<file path="src/rtl/dma_arbiter_pkg.sv">
// Shared constants and types for dma_arbiter.
// DMC_DMA_EN adds the DMC fetch states.
package dma_arbiter_pkg;

  localparam logic [15:0] OAM_TRIG_ADDR = 16'h4014;
  localparam logic [15:0] OAM_DATA_ADDR = 16'h2004;
  localparam int          OAM_LEN       = 256;
  localparam logic [7:0]  OAM_LAST      = 8'(OAM_LEN - 1);

  typedef logic [2:0] state_t;

  localparam state_t ST_IDLE    = 3'd0;
  localparam state_t ST_HALT    = 3'd1;
  localparam state_t ST_ALIGN   = 3'd2;
  localparam state_t ST_OAM_GET = 3'd3;
  localparam state_t ST_OAM_PUT = 3'd4;
`ifdef DMC_DMA_EN
  localparam state_t ST_DMC_GET = 3'd5;
  localparam state_t ST_DMC_ACK = 3'd6;
`endif

  typedef struct packed {
    logic [15:0] addr;
    logic [7:0]  data;
    logic        rw;
  } bus_t;

  function automatic logic [15:0] oam_addr(
    input logic [7:0] page,
    input logic [7:0] idx
  );
    return {page, idx};
  endfunction

endpackage

</file>
<file path="src/rtl/dma_arbiter.sv">
// OAM/DMC DMA arbiter sharing the CPU bus on get/put parity.
// Define DMC_DMA_EN to build the DMC sample-fetch path.
module dma_arbiter
  import dma_arbiter_pkg::*;
(
  input  logic        clk,
  input  logic        rst_n,
  input  logic [15:0] cpu_addr_i,
  input  logic [7:0]  cpu_data_i,
  input  logic        cpu_rw_i,
  input  logic        rdy_i,
  output logic        cpu_rdy_o,
  input  logic [7:0]  bus_data_i,
  output logic [15:0] bus_addr_o,
  output logic [7:0]  bus_data_o,
  output logic        bus_rw_o,
  input  logic        dmc_req_i,
  input  logic [15:0] dmc_addr_i,
  output logic        dmc_ack_o,
  output logic [7:0]  dmc_data_o,
  output logic        oam_busy_o
);

  state_t     state_q, state_d, slot_nxt;
  logic       par_q;
  logic       busy_q, busy_d;
  logic [7:0] page_q, page_d;
  logic [7:0] idx_q, idx_d;
  logic       trig, dmc_ok, oam_want;
  bus_t       bus;

`ifdef DMC_DMA_EN
  // The request is still high during its own ack cycle; don't refetch.
  assign dmc_ok = dmc_req_i && (state_q != ST_DMC_ACK);
`else
  logic unused_dmc;
  assign unused_dmc = ^{dmc_req_i, dmc_addr_i};
  assign dmc_ok     = 1'b0;
`endif

  assign trig = (state_q == ST_IDLE) && rdy_i && !cpu_rw_i
             && (cpu_addr_i == OAM_TRIG_ADDR) && !busy_q;

  assign oam_want = busy_q
                 && !((state_q == ST_OAM_PUT) && (idx_q == OAM_LAST));

  // par_q=1 now means the next cycle is a get slot.
  always_comb begin
    slot_nxt = ST_IDLE;
    if (par_q) begin
      if (oam_want) slot_nxt = ST_OAM_GET;
`ifdef DMC_DMA_EN
      if (dmc_ok) slot_nxt = ST_DMC_GET;
`endif
    end else begin
      if (dmc_ok || oam_want) slot_nxt = ST_ALIGN;
      if (state_q == ST_OAM_GET) slot_nxt = ST_OAM_PUT;
`ifdef DMC_DMA_EN
      if (state_q == ST_DMC_GET) slot_nxt = ST_DMC_ACK;
`endif
    end
  end

  always_comb begin
    state_d = slot_nxt;
    busy_d  = busy_q;
    page_d  = page_q;
    idx_d   = idx_q;
    if (state_q == ST_IDLE) begin
      state_d = ((busy_q || dmc_ok) && cpu_rw_i) ? ST_HALT : ST_IDLE;
      if (trig) begin
        page_d = cpu_data_i;
        idx_d  = '0;
        busy_d = 1'b1;
      end
    end
    if (state_q == ST_OAM_PUT) begin
      idx_d = idx_q + 8'd1;
      if (idx_q == OAM_LAST) busy_d = 1'b0;
    end
  end

  always_ff @(posedge clk or negedge rst_n) begin
    if (!rst_n) begin
      state_q <= ST_IDLE;
      par_q   <= 1'b0;
      busy_q  <= 1'b0;
      page_q  <= '0;
      idx_q   <= '0;
    end else begin
      state_q <= state_d;
      par_q   <= ~par_q;
      busy_q  <= busy_d;
      page_q  <= page_d;
      idx_q   <= idx_d;
    end
  end

  always_comb begin
    bus        = '{addr: cpu_addr_i, data: cpu_data_i, rw: 1'b1};
    cpu_rdy_o  = 1'b0;
    dmc_ack_o  = 1'b0;
    dmc_data_o = '0;
    unique case (state_q)
      ST_IDLE: begin
        bus.rw    = cpu_rw_i;
        cpu_rdy_o = rdy_i;
      end
      ST_OAM_GET: bus.addr = oam_addr(page_q, idx_q);
      ST_OAM_PUT: begin
        bus = '{addr: OAM_DATA_ADDR, data: bus_data_i, rw: 1'b0};
      end
`ifdef DMC_DMA_EN
      ST_DMC_GET: bus.addr = dmc_addr_i;
      ST_DMC_ACK: begin
        dmc_ack_o  = 1'b1;
        dmc_data_o = bus_data_i;
      end
`endif
      default: ;
    endcase
  end

  assign bus_addr_o = bus.addr;
  assign bus_data_o = bus.data;
  assign bus_rw_o   = bus.rw | ~rst_n;
  assign oam_busy_o = busy_q;

endmodule

</file>
<file path="config.mk">
export PLATFORM = sky130hd
export DESIGN_NAME = dma_arbiter
export DESIGN_NICKNAME = d
export VERILOG_FILES = /design/src/rtl/dma_arbiter_pkg.sv /design/src/rtl/dma_arbiter.sv
export SDC_FILE = /design/constraint.sdc
export NUM_CORES = 1
export LEC_CHECK = 0
export ABC_AREA = 1
export CAP_MARGIN = 20
export CORE_ASPECT_RATIO = 0.6
export CORE_MARGIN = 1.5
export CORE_UTILIZATION = 60
export CTS_CLUSTER_DIAMETER = 80
export CTS_CLUSTER_SIZE = 12
export DETAILED_ROUTE_END_ITERATION = 10
export DONT_BUFFER_PORTS = 1
export PLACE_DENSITY = 0.76
export SETUP_SLACK_MARGIN = 0.4
export SLEW_MARGIN = 20
export SYNTH_ARGS = -nofsm -noshare
export SYNTH_HDL_FRONTEND = slang
export SYNTH_SLANG_ARGS = --single-unit
</file>
<file path="constraint.sdc">
create_clock -name clk -period 1.8 [get_ports clk]
set_input_delay 0.36 -clock clk [delete_from_list [all_inputs] [get_ports clk]]
set_output_delay 0.36 -clock clk [all_outputs]
set_load 0.02 [all_outputs]
</file>
==> impl_metrics.env, run 1 <==
export IMPL_outcome="aborted with a tool error"
export IMPL_lastStage="5_1_grt"
export IMPL_error_line="[ERROR DPL-0038] Utilization greater than 100%, impossible to legalize"
export IMPL_clock_sinks=21
export IMPL_pin_count=89
export IMPL_postSynthAreaPerCell_um2=7.32
export IMPL_place_gp_congestion=0.835
export IMPL_dp_slack_ns=0.214
export IMPL_ys_seq_area_share_pct=35.2
export IMPL_fp_dieH_um=41.6
export IMPL_die_w_um=67.4
export IMPL_port_buffers=0
export IMPL_synth_top_area_share_pct=35.2
export IMPL_cts_max_level=1
export IMPL_syn_area_um2=1490
export IMPL_dp_hpwl_mm=2.62
export IMPL_cts_root_buf="clkbuf_8"
export IMPL_yosys_warnings=0
export IMPL_yosys_area_top_type="dfrtp_1"
export IMPL_initial_core_util_pct=66.0
export IMPL_ys_top_cells_by_area="dfrtp_1, nand2_1, inv_1"
export IMPL_ys_seq_elements=21
export IMPL_grt_max_degree=22
export IMPL_ys_types=27
export IMPL_clockBufferDepth=2
export IMPL_row_count=13
export IMPL_syn_inst=204
export IMPL_placedInstanceArea_um2=1590
export IMPL_endpoint_type="primary output"
export IMPL_cts_inserted_buffers=3
export IMPL_worst_endpoint="bus_addr_o[11]"
## cell usage after synthesis (all sizes together)
cell / n
a22o: 2
a22oi: 1
buf: 13
conb: 1
dfrtp: 21
ha: 1
inv: 34
nand2: 53
nand3: 23
nand3b: 1
nor2: 20
nor3: 1
o21ai: 28
o22a: 1
o22ai: 4
## through the flow
step                util [%]  instances
floorplan                  -        212
global placement        70.4        231
detailed placement      70.4        231
CTS                     91.3        258
## cell families after synthesis
group	synth area share, %
buffers and inverters	15.8
AOI/OAI and AO/OA	15.3
other	0.251
and+or+nand+nor	32.6
DFF	35.2
adders and majority gates	0.838
## repair_timing
item | in CTS
resized for setup | 46
pin swaps | 5
endpoints found under the hold margin | 21
setup endpoints to repair | 45
hold buffers | 1
gates cloned | 5
setup buffers | 17
==> run 2: changes to the inputs <==
--- a/config.mk
+++ b/config.mk
@@ -7,15 +7,11 @@
 export LEC_CHECK = 0
 export ABC_AREA = 1
 export CAP_MARGIN = 20
-export CORE_ASPECT_RATIO = 0.6
 export CORE_MARGIN = 1.5
-export CORE_UTILIZATION = 60
-export CTS_CLUSTER_DIAMETER = 80
-export CTS_CLUSTER_SIZE = 12
+export CORE_UTILIZATION = 40
 export DETAILED_ROUTE_END_ITERATION = 10
 export DONT_BUFFER_PORTS = 1
-export PLACE_DENSITY = 0.76
-export SETUP_SLACK_MARGIN = 0.4
+export PLACE_DENSITY_LB_ADDON = 0.15
 export SLEW_MARGIN = 20
 export SYNTH_ARGS = -nofsm -noshare
 export SYNTH_HDL_FRONTEND = slang
==> run 2 against run 1 <==
Effect of this change:
- the flow now finishes, with violations (negative setup slack)
- synthesized area did not move
- synthesized cell count is the same
==> impl_metrics.env, run 2 <==
export IMPL_outcome="complete, but fails checks"
export IMPL_violations="negative setup slack"
export IMPL_power_uw=971
export IMPL_final_common_cell="nand2_1"
export IMPL_clock_skew_ns=0.00294
export IMPL_dr_pass1_iters=4
export IMPL_num_vias=1456
export IMPL_cts_tree="yes"
export IMPL_row_count=22
export IMPL_ys_seq_elements=21
export IMPL_p_leak_uw=0.00101
export IMPL_dp_slack_ns=0.144
export IMPL_ant_nets=0
export IMPL_pin_count=89
export IMPL_clockBufferDepth=2
export IMPL_fin_crit_ns=1.92
export IMPL_die_area_um2=4110
export IMPL_dp_hpwl_mm=2.81
export IMPL_vias_per_cell=5.07
export IMPL_synth_flop_cell="dfrtp_1"
export IMPL_finalSetupViolCount=24
export IMPL_drtIter0Drc=40
export IMPL_fp_dieH_um=64.1
export IMPL_synth_edf_count=0
export IMPL_whs_ns=0.0449
export IMPL_fmax_mhz=521
export IMPL_arrival_ns=1.56
export IMPL_cts_root_buf="clkbuf_8"
export IMPL_max_cap_viol_count=0
export IMPL_async_flop_share_pct=100
export IMPL_final_max_slew_viol_count=0
export IMPL_port_buffers=0
export IMPL_yosys_area_top_type="dfrtp_1"
export IMPL_ys_seq_area_share_pct=35.2
export IMPL_final_layout_size_suffix_gt1_share_pct=37.2
export IMPL_fin_area_um2=2010
export IMPL_syn_area_um2=1490
export IMPL_setup_ws_ns=-0.120
export IMPL_syn_inst=204
export IMPL_grt_use_total_pct=18.4
export IMPL_placedInstanceArea_um2=1660
export IMPL_fin_util_pct=55.2
export IMPL_insertion_delay_ns=0.27
export IMPL_initial_core_util_pct=41.1
export IMPL_drc_errors=0
export IMPL_coreArea_um2=3630
export IMPL_worstPathMaxFanout=4
export IMPL_wire_per_inst_um=14.2
export IMPL_fin_crit_sh_pct=107
export IMPL_die_w_um=64.1
export IMPL_rsz0062_at_grt="yes"
export IMPL_layout_common_cells="nand2_1, inv_1, dfrtp_1, nand3_1, buf_4"
export IMPL_required_ns=1.44
export IMPL_antenna_found_initial=0
export IMPL_critPathLaunchType="flop"
export IMPL_wirelength_mm=4.08
export IMPL_p_per_area_nw_per_um2=484
export IMPL_worstSetupEndpointType="primary output"
export IMPL_hp_class="in -> async"
export IMPL_place_gp_congestion=0.800
export IMPL_diodes=0
export IMPL_grt_pass1_vias=1311
export IMPL_cts_inserted_buffers=3
export IMPL_nNetsFinal=294
export IMPL_grt_pass1_wl_mm=5.92
export IMPL_clock_sinks=21
export IMPL_worstSetupPathType="reg -> out"
export IMPL_ys_types=27
export IMPL_top_regs="idx_q (8), page_q (8), state_q (3)"
export IMPL_ir_drop_mv=0.254
export IMPL_gr_total_overflow=0
export IMPL_area_growth_pct=34.5
export IMPL_synth_common_cells="nand2_1, inv_1, dfrtp_1, nand3_1"
export IMPL_ys_top_cells_by_area="dfrtp_1, nand2_1, inv_1"
export IMPL_cts_clk_slew_worst_paths_ns=0.09
export IMPL_finalHoldViolCount=0
export IMPL_postSynthAreaPerCell_um2=7.32
export IMPL_yosys_warnings=0
export IMPL_synth_top_area_share_pct=35.2
export IMPL_cts_max_level=1
export IMPL_synth_most_common_cell="nand2_1"
export IMPL_grt_max_degree=25
## run 2: cell type report
type	count	area [µm²]
clock buffer	3	41.3
clock inverter	1	5.00
fill	362	1630
inverter	34	148
multi-input combinational	144	866
sequential	21	526
tap	48	60.1
timing repair buffer	35	353
timing repair inverter	1	8.76
## run 2: what timing repair did
item | 4_1_cts | 5_1_grt
pin swaps | 1 | 5
hold buffers | 1 | 0
hold endpoints to repair | 21 | 0
cloned | 0 | 3
setup endpoints to repair | 24 | 24
buffers inserted | 5 | 3
gates resized for setup | 26 | 28
## run 2: metrics by stage
stage	TNS (ns)	cells
2_1_floorplan	0	212
3_3_place_gp	0	271
3_5_place_dp	0	271
4_1_cts	-0.407	281
5_1_grt	-3.73	287
6_report	-2.06	287
## run 2: logic make-up after synthesis
group                      Yosys count  synth area share [%]
buffers and inverters               47                  15.8
other                                1                 0.251
DFF                                 21                  35.2
and+or+nand+nor                     98                  32.6
AOI/OAI and AO/OA                   36                  15.3
adders and majority gates            1                 0.838
## run 2: worst paths after layout
| kind | startpoint | endpoint | slack [ns] | cells past startpoint |
|---|---|---|---|---|
| hold / removal | rst_n | idx_q[3] | 0.04 | 1 |
| setup reg to reg | state_q[0] | page_q[4] | 0.08 | 8 |
| setup / recovery | state_q[0] | bus_data_o[7] | -0.12 | 7 |
| min in group clk | cpu_rw_i | state_q[0] | 0.23 | 2 |
| hold reg to reg | par_q | state_q[2] | 0.47 | 1 |
| max in group asynchronous | rst_n | page_q[2] | 1.42 | 1 |
## run 2: power by group
part           total, µW  internal, µW  switching (µW)
clock network        327           155             172
logic                173          65.1             108
registers            471           471          0.0385
## run 2: critical path, stage by stage (launching register included)
cell,delay [ns]
dfrtp_1,0.43
nor2_4,0.16
inv_4,0.06
nor2_8,0.20
clkbuf_16,0.18
nand2_2,0.04
o21ai_1,0.06
buf_4,0.15
## run 2: metal layers
layer,GRT usage [%],routed length (µm),vias up
li1,-,-,703
met1,22.3,1680,688
met2,33.7,2160,60
met3,1.76,200,5
met4,5.98,40,0
met5,0,0,-
No activity file was read; power rests on OpenSTA's default activity.
